### src/rtl/fu_pkg.sv
// Shared definitions for the integer functional units: op encodings and helpers.
// No logic of its own; no latency; no backpressure.
// The add/sub unit uses these to decode issued ops.
package fu_pkg;

    typedef enum logic [2:0] {
        ADD  = 3'd0,
        SUB  = 3'd1,
        SLT  = 3'd2,
        SLTU = 3'd3,
        ADDW = 3'd4,
        SUBW = 3'd5
    } addsub_op_e;

    localparam int W_BITS = 32;

    // Compares are computed as a subtraction, so they need the inverted operand too.
    function automatic logic is_sub(input addsub_op_e op);
        return (op == SUB) || (op == SLT) || (op == SLTU) || (op == SUBW);
    endfunction

endpackage

### src/rtl/carrylookaheadadder.sv
// N-bit parallel-prefix (Kogge-Stone) adder; res[N] is the carry out.
// Purely combinational, zero latency.
// No handshake; the enclosing pipeline owns any backpressure.
module carrylookaheadadder #(
    parameter int N = 65
) (
    input  logic [N-1:0] a,
    input  logic [N-1:0] b,
    output logic [N:0]   res
);

    localparam int LVL = (N > 1) ? $clog2(N) : 1;

    logic [LVL:0][N-1:0] g;
    logic [LVL:0][N-1:0] p;

    always_comb begin
        g    = '0;
        p    = '0;
        res  = '0;
        g[0] = a & b;
        p[0] = a ^ b;
        for (int lv = 0; lv < LVL; lv++) begin
            for (int i = 0; i < N; i++) begin
                // j folds back onto i below the span so the index never leaves range.
                int  d;
                int  j;
                logic far;
                d   = 1 << lv;
                far = (i >= d);
                j   = far ? (i - d) : i;
                g[lv+1][i] = g[lv][i] | (far & p[lv][i] & g[lv][j]);
                p[lv+1][i] = far ? (p[lv][i] & p[lv][j]) : p[lv][i];
            end
        end
        res[0] = p[0][0];
        for (int i = 1; i < N; i++) begin
            res[i] = p[0][i] ^ g[LVL][i-1];
        end
        res[N] = g[LVL][N-1];
    end

endmodule

### src/rtl/int_addsub_stage.sv
// Two-stage integer ADD/SUB/SLT/SLTU/ADDW/SUBW unit; ADDSUB_FLAGS_EN adds the out_ovf flag.
// Latency 2 cycles issue->out_valid, 1 op/cycle when unstalled.
// out_ready low freezes the output regs; S1 then holds and in_ready drops.
module int_addsub_stage
    import fu_pkg::*;
#(
    parameter int XLEN  = 64,
    parameter int TAG_W = 6
) (
    input  logic             clk,
    input  logic             rst_n,
    input  logic             flush,
    input  logic             in_valid,
    output logic             in_ready,
    input  logic [2:0]       in_op,
    input  logic [XLEN-1:0]  in_a,
    input  logic [XLEN-1:0]  in_b,
    input  logic [TAG_W-1:0] in_tag,
    output logic             out_valid,
    input  logic             out_ready,
    output logic [XLEN-1:0]  out_data,
`ifdef ADDSUB_FLAGS_EN
    output logic             out_ovf,
`endif
    output logic [TAG_W-1:0] out_tag
);

    localparam int N = XLEN + 1;

    logic             s1_valid;
    logic             s2_valid;
    logic             s2_adv;
    addsub_op_e       s1_op;
    logic [N-1:0]     a1;
    logic [N-1:0]     b1;
    logic             s1_b_msb;
    logic [TAG_W-1:0] s1_tag;

    addsub_op_e       op_dec;
    logic             sub_dec;

    logic [N:0]               res;
    logic [XLEN-1:0]          sum;
    logic                     cout;
    logic                     slt_bit;
    logic signed [W_BITS-1:0] w_sum;
    logic [XLEN-1:0]          fmt;
    logic                     unused_res;

    // Unused encodings decode to ADD.
    assign op_dec  = (in_op > SUBW) ? ADD : addsub_op_e'(in_op);
    assign sub_dec = is_sub(op_dec);

    assign s2_adv    = !s2_valid || out_ready;
    assign in_ready  = !s1_valid || s2_adv;
    assign out_valid = s2_valid;

    always_ff @(posedge clk or negedge rst_n) begin
        if (!rst_n) begin
            s1_valid <= 1'b0;
            s1_op    <= ADD;
            a1       <= '0;
            b1       <= '0;
            s1_b_msb <= 1'b0;
            s1_tag   <= '0;
        end else if (flush) begin
            s1_valid <= 1'b0;
        end else if (in_ready) begin
            s1_valid <= in_valid;
            if (in_valid) begin
                s1_op    <= op_dec;
                a1       <= {in_a, sub_dec};
                b1       <= {in_b ^ {XLEN{sub_dec}}, sub_dec};
                s1_b_msb <= in_b[XLEN-1];
                s1_tag   <= in_tag;
            end
        end
    end

    // The doubled LSB pushes the subtract's +1 into bit 1, so no carry-in port is needed.
    carrylookaheadadder #(.N(N)) u_cla (
        .a   (a1),
        .b   (b1),
        .res (res)
    );

    assign sum        = res[XLEN:1];
    assign cout       = res[XLEN+1];
    assign unused_res = res[0];
    assign w_sum      = sum[W_BITS-1:0];
    assign slt_bit    = (a1[XLEN] ^ s1_b_msb) ? a1[XLEN] : sum[XLEN-1];

    always_comb begin
        fmt = sum;
        case (s1_op)
            ADD, SUB:   fmt = sum;
            ADDW, SUBW: fmt = XLEN'(w_sum);
            SLT:        fmt = XLEN'(slt_bit);
            SLTU:       fmt = XLEN'(!cout);
            default:    fmt = sum;
        endcase
    end

    always_ff @(posedge clk or negedge rst_n) begin
        if (!rst_n) begin
            s2_valid <= 1'b0;
            out_data <= '0;
            out_tag  <= '0;
        end else if (flush) begin
            s2_valid <= 1'b0;
        end else if (s2_adv) begin
            s2_valid <= s1_valid;
            if (s1_valid) begin
                out_data <= fmt;
                out_tag  <= s1_tag;
            end
        end
    end

`ifdef ADDSUB_FLAGS_EN
    logic ovf_nxt;

    // b1 already holds the effective (possibly inverted) operand.
    always_comb begin
        ovf_nxt = 1'b0;
        case (s1_op)
            ADD, SUB:   ovf_nxt = (a1[XLEN] == b1[XLEN]) && (sum[XLEN-1] != a1[XLEN]);
            ADDW, SUBW: ovf_nxt = (a1[W_BITS] == b1[W_BITS]) && (sum[W_BITS-1] != a1[W_BITS]);
            default:    ovf_nxt = 1'b0;
        endcase
    end

    always_ff @(posedge clk or negedge rst_n) begin
        if (!rst_n) begin
            out_ovf <= 1'b0;
        end else if (!flush && s2_adv && s1_valid) begin
            out_ovf <= ovf_nxt;
        end
    end
`else
    // Without flags the result path above is the whole unit.
`endif

endmodule

### config.mk
export PLATFORM = sky130hd
export DESIGN_NAME = int_addsub_stage
export DESIGN_NICKNAME = d
export VERILOG_FILES = /design/src/rtl/fu_pkg.sv /design/src/rtl/carrylookaheadadder.sv /design/src/rtl/int_addsub_stage.sv
export SDC_FILE = /design/constraint.sdc
export NUM_CORES = 1
export LEC_CHECK = 0
export BUFFER_PORTS_ARGS = -buffer_cell sky130_fd_sc_hd__buf_2
export CAP_MARGIN = 30
export CORE_UTILIZATION = 55
export CTS_BUF_LIST = sky130_fd_sc_hd__clkbuf_2 sky130_fd_sc_hd__clkbuf_4 sky130_fd_sc_hd__clkbuf_8
export CTS_CLUSTER_DIAMETER = 100
export CTS_CLUSTER_SIZE = 20
export DETAILED_ROUTE_END_ITERATION = 16
export PLACE_DENSITY = 0.81
export RECOVER_POWER = 25
export SLEW_MARGIN = 20
export SYNTH_ARGS = -nofsm -noshare
export SYNTH_HDL_FRONTEND = slang
export SYNTH_SLANG_ARGS = --single-unit
export TNS_END_PERCENT = 20
### constraint.sdc
create_clock -name clk -period 3.4 [get_ports clk]
set_input_delay 0.51 -clock clk [delete_from_list [all_inputs] [get_ports clk]]
set_output_delay 0.51 -clock clk [all_outputs]
set_load 0.05 [all_outputs]
== Word level (Yosys, flattened, before mapping) ==
Index checks and enable logic that the tools add are counted.
W data, S select, Z words.

* $lt $le $gt $ge: 1
* Muxes and demuxes: 7
* Bitwise gates (word level): 989
* Reductions and logical operators: 13
* Eq/ne operators: 8

{| class="wikitable"
|+ Operator list
! cell !! count
|-
| $and A1 B1 Y1 || 592
|-
| $or A1 B1 Y1 || 328
|-
| $pmux W64 S3 || 1
|-
| $and A65 B65 Y65 || 1
|-
| $xor A1 B1 Y1 || 65
|-
| $xor A65 B65 Y65 || 1
|-
| $xor A64 B64 Y64 || 1
|-
| $eq A3 B2 Y1 const B || 4
|-
| $eq A3 B3 Y1 const B || 3
|-
| $reduce_and A3 Y1 || 2
|-
| $logic_or A1 B1 Y1 || 5
|-
| $mux W1 || 5
|-
| $reduce_bool A2 Y1 || 2
|-
| $eq A3 B1 Y1 const B || 1
|-
| $gt A3 B3 Y1 const B || 1
|-
| $logic_not A1 Y1 || 3
|-
| $mux W3 || 1
|-
| $reduce_or A2 Y1 || 1
|-
| $not A1 Y1 || 1
|}

* Register bits after elaboration: 212
* Output and inout port bits: 72
* Word-level logic and storage cells: 1027

== Depth between registers and ports, before layout ==
* Depth in word-level cells: 16
* Gate-level depth with buffers: 12

== Modules after synthesis ==
Synthesis repeated with hierarchy kept, for this count alone.

* Cell total of the unflattened synthesis: 1228
* Area, all modules: 12548.3 um^2

{| class="wikitable"
|+ By module, submodules not included
! module !! area each (um^2) !! seq. area each (um^2) !! cells an instance !! times used
|-
| int_addsub_stage || 8866.0 || 5280.1 || 681 || 1
|-
| carrylookaheadadder || 3682.3 || 0.0 || 547 || 1
|}

== Worst setup path before layout ==
OpenSTA, ideal clock, no wires.

* Path type: reg-to-reg
* Start point: register a1[0]
* End point: register out_data[62]
* Clock period less this slack: 3030 ps
* Path slack: 370 ps
* Data required time: 3269 ps
* Cell stages (with the launch flop): 11
* Data arrival time: 2899 ps
* Cells stage by stage: dfrtp_1 fa_1 a211oi_1 nor2_1 and3_1 o211ai_1 a21boi_0 or4_1 a31oi_1 o2bb2ai_1 or3_1

* Cells in the longest elaborated chain, start to end: 13
* Elaborated cells between the ends (all ways): 24
* Classes of those cells: 1 x mux; 23 x bitwise

{| class="wikitable"
|+ RTL lines
! element !! line !! text
|-
| start: declaration || int_addsub_stage.sv:34 || <nowiki>logic [N-1:0] a1;</nowiki>
|-
| start signal: assignment || int_addsub_stage.sv:72 || <nowiki>a1 <= {in_a, sub_dec};</nowiki>
|-
| $and A65 B65 Y65 * || carrylookaheadadder.sv:21 || <nowiki>g[0] = a & b;</nowiki>
|-
| $and A1 B1 Y1 || carrylookaheadadder.sv:32 || <nowiki>g[lv+1][i] = g[lv][i] | (far & p[lv][i] & g[lv][j]);</nowiki>
|-
| $or A1 B1 Y1 || carrylookaheadadder.sv:32 ||
|-
| $and A1 B1 Y1 || carrylookaheadadder.sv:32 ||
|-
| $or A1 B1 Y1 || carrylookaheadadder.sv:32 ||
|-
| $and A1 B1 Y1 || carrylookaheadadder.sv:32 ||
|-
| $or A1 B1 Y1 || carrylookaheadadder.sv:32 ||
|-
| $and A1 B1 Y1 || carrylookaheadadder.sv:32 ||
|-
| $or A1 B1 Y1 || carrylookaheadadder.sv:32 ||
|-
| $and A1 B1 Y1 || carrylookaheadadder.sv:32 ||
|-
| $or A1 B1 Y1 || carrylookaheadadder.sv:32 ||
|-
| $xor A1 B1 Y1 || carrylookaheadadder.sv:38 || <nowiki>res[i] = p[0][i] ^ g[LVL][i-1];</nowiki>
|-
| $pmux W64 S3 * || int_addsub_stage.sv:95 || <nowiki>case (s1_op)</nowiki>
|-
| end signal: assignment || int_addsub_stage.sv:114 || <nowiki>out_data <= fmt;</nowiki>
|-
| end: declaration || int_addsub_stage.sv:21 || <nowiki>output logic [XLEN-1:0] out_data,</nowiki>
|}

Mark *: on every way between the ends. The rest lies on a longest branch, timed or not.
A chain may end at the register's enable or synchronous reset.

== Final worst setup path ==
* Start point: register a1[36]
* End point: register out_data[0]

* Cells in the longest elaborated chain, start to end: 14
* Elaborated cells between the ends (all ways): 43
* Classes of those cells: 2 x mux; 40 x bitwise; 1 x reduce/logical

{| class="wikitable"
|+ RTL lines
! element !! line
|-
| $and A65 B65 Y65 / $xor A65 B65 Y65 (equally long branches) || carrylookaheadadder.sv:21, carrylookaheadadder.sv:22
|-
| $and A1 B1 Y1 (on tied branches) || carrylookaheadadder.sv:32, carrylookaheadadder.sv:33
|-
| $or A1 B1 Y1 / $and A1 B1 Y1 (equally long branches) || carrylookaheadadder.sv:32
|-
| $and A1 B1 Y1 / $or A1 B1 Y1 (equally long branches) || carrylookaheadadder.sv:32
|-
| $or A1 B1 Y1 / $and A1 B1 Y1 (equally long branches) || carrylookaheadadder.sv:32
|-
| $or A1 B1 Y1 || carrylookaheadadder.sv:32
|-
| $and A1 B1 Y1 || carrylookaheadadder.sv:32
|-
| $or A1 B1 Y1 || carrylookaheadadder.sv:32
|-
| $and A1 B1 Y1 || carrylookaheadadder.sv:32
|-
| $or A1 B1 Y1 (2 in a row) || carrylookaheadadder.sv:32
|-
| $xor A1 B1 Y1 / $or A1 B1 Y1 (equally long branches) || carrylookaheadadder.sv:38, carrylookaheadadder.sv:32
|-
| $mux W1 / $logic_not A1 Y1 (equally long branches) || int_addsub_stage.sv:91, int_addsub_stage.sv:99
|-
| $pmux W64 S3 * || int_addsub_stage.sv:95
|}

Marks and branches as above.

==> reports/results.ini <==
[worst_setup_path]
worstSetupPathType=register to register
worst_path_max_delay_cell=dfrtp_1
cp-start-kind=register
crit-reg2reg-launch=a1[36]
worstPathRequired_ps=3820
ff2ff_path_depth=11
path_max_fanout=6
cp_common_cell=o211ai_1
end_kind=register
crit_path_max_incr_delay_ps=420
cp_cell_sequence=ha_1 -> nand2_1 -> nor4_4 -> and3_1 -> o211ai_1 -> o2111ai_1 -> a311o_2 -> a311oi_4 -> o211ai_1 -> o311ai_1 -> a211o_1
r2r-end=out_data[0]
reg2reg_slack_ps=120
cp_data_arrival_time_ps=3700

[synthesis]
yosys_warnings=0
synthArstFlopShare=1.000
yosys-top-cells-count=dfrtp_1 (211), nand2_1 (167), o21ai_0 (125), a21oi_1 (104), xor2_1 (86)
yosys.area.top_type=dfrtp_1
ys_top_cells_by_area=dfrtp_1 (43%), ha_1 (6.5%), mux2_2 (6.5%)
synthesis.area_sq_um=12350
ys_seq_area_frac=0.4276
yosysTopAreaCellShare=0.4276
syn_inst=1300
yosysMostFrequentCell=dfrtp_1
syn-mean-instance-area_sq_um=9.499
synthFlopType=dfrtp_1
syn-num-nets=1507
synth-seq-cells=211
synth-edff-count=0
synth.distinct_cells=75

[min_path]
min_to=out_valid
hp-start=flush
hp-class=input port to register
hold_depth=2

[die]
die_area_sq_um=23060
die-width_um=151.8
ios=214
die_h_um=151.8
initial_core_util=0.5641
coreArea_sq_um=21890
rows=54

[placement]
port_buffers=213
routabilityCongestion=0.9515
place_ws_ps=-199.1
dp_cells=1752
dp_hpwl_mm=24.14

[detailed_routing]
num_vias=10547
via_per_inst=5.945
drt_first_pass_iters=5
ant_nets=0
drtIter0Drc=792
drc=0
routedWlPerCell_um=18.15
wirelength_mm=32.20

[sta]
fin_tns_setup_ps=0
setup_viol_count_final=0
grt_setup_unrepaired=true
fin_crit_sh=0.9661
relSlewSlack=-0.3456
fmax_mhz=304.4
period_minus_slack_ps=3285
final_max_slew_viol_count=81
worstMarginPinSlew_ps=2018
skew_ps=31.17
fin_ws_ps=115.1
final_hold_viol_count=0

[pwr]
swShare=0.4689
power_frac_clock=0.122
p_seq_frac=0.357
finalPower_mw=9.976
p_int_mw=5.298
power_leakage_nw=6.704
power.switching_mw=4.678
peakVddDrop_mv=0.4559
cellPowerDensity_nw_per_um2=703.1
p_comb_frac=0.521

[run]
drv_cap=1

[clock_tree]
cts_buffers=14
clock_sinks=211
cts_tree=done
htree_num_levels=1
cts_buffer_depth=3
clk_pin_slew_worst_paths_ps=130
cts_root_buf=clkbuf_8
insertion_delay_ps=540

[cells_and_area]
area_growth_pct=14.90
fin_nets=1701
fillers=1825
fin_cells=1774
n_antenna_cell=0
postLayoutCoreUtil=0.6482
drive_gt1_frac=0.2470

[global_route]
grt_pass1_wl_mm=52.52
overflow=0
antenna_found_initial=0
grt_pass1_vias=10186
track_usage=0.2772
grt_max_degree=117

[outcome]
status=complete, but fails checks
violations=max-capacitance violations, max-slew violations

[how the worst max path moves through the flow]
stage	start	endpoint	slack [ps]	cells past startpoint
6_report	a1[36]	out_data[0]	120	11
4_1_cts	a1[26]	out_data[0]	8	11
5_1_grt	b1[26]	out_data[0]	-20	11
3_3_place_gp	a1[43]	out_data[0]	-200	11
2_1_floorplan	a1[0]	out_data[62]	370	10
3_5_place_dp	a1[43]	out_data[0]	-200	11
[metrics by stage]
step | instance area, sq um | hold slack, ps
floorplan | 12350 | 214.4
global placement | 13810 | 437.9
detailed placement | 13810 | 456.0
CTS | 14050 | 13.40
global route | 14190 | 178.3
finish | 14190 | 191.1
[power groups by stage]
stage / sequential [mW] / clock [mW] / combinational, mW
after floorplan: 4.67 / 0 / 2.56
after global placement: 3.57 / 0 / 5.01
after detailed placement: 3.59 / 0 / 5.08
after CTS: 3.55 / 1.27 / 5.11
after global routing: 3.62 / 1.33 / 5.61
final: 3.56 / 1.22 / 5.20
[cell usage in the layout, fill, tap and decap left out, types with 28 or more instances in the layout]
cell type,netlist,layout
ha_1,64,56
dfrtp_1,211,211
nor2_1,84,83
xnor2_1,28,28
nand2_1,167,166
a21o_1,34,34
xor2_1,86,86
o21ai_0,125,123
mux2_2,71,71
buf_2,13,212
buf_4,0,29
a21oi_1,104,104
[flip-flops by register name, summed over array words and instances, names as in the netlist]
| register | count |
|---|---|
| a1 | 65 |
| b1 | 64 |
| out_data | 64 |
| out_tag | 6 |
| out_valid | 1 |
| s1_b_msb | 1 |
| s1_op | 3 |
| s1_tag | 6 |
| s1_valid | 1 |
[critical path: cells and delay by family (launching register included)]
family / cells / cell delay, ps
AOI/OAI and AO/OA: 7 / 1460
and+or+nand+nor: 3 / 860
DFF: 1 / 420
adders and majority gates: 1 / 420
[layout make-up]
class / instances / area (sq um) / share of cell area
Clock inverter: 1 / 11.26 / 0.0007936
Timing Repair Buffer: 250 / 1441 / 0.1016
Multi-Input combinational cell: 1000 / 6837 / 0.4818
Clock buffer: 15 / 206.4 / 0.01455
Inverter: 17 / 63.81 / 0.004497
Tap cell: 280 / 350.3 / 0.02469
Sequential cell: 211 / 5280 / 0.3721
[cells by family (layout without fill, tap and decap cells)]
family,Yosys count,in the layout,synth area share
fa+ha+maj,65,65,0.06646
simple gates,356,356,0.1300
buf+inv,89,283,0.02898
compound gates,392,392,0.1998
flops,211,211,0.4276
mux,73,73,0.06636
xor+xnor,114,114,0.08085
[repair_timing]
action | 4_1_cts | 5_1_grt
pin swaps | 0 | 8
buffers inserted | 0 | 4
gates resized for setup | 3 | 18
cloned | 0 | 1
endpoints found under the setup margin | 1 | 21
hold buffers | 0 | 0
endpoints found under the hold margin | 0 | 0
[per-layer routing]
| metal | vias up | wire (um) | track usage |
|---|---|---|---|
| met4 | 0 | 1049 | 0.09286 |
| met3 | 62 | 1730 | 0.03166 |
| met1 | 5072 | 14880 | 0.4042 |
| met5 | - | 0 | 0 |
| met2 | 387 | 14550 | 0.4310 |
| li1 | 5026 | - | - |
No activity file was read; power rests on OpenSTA's default activity.
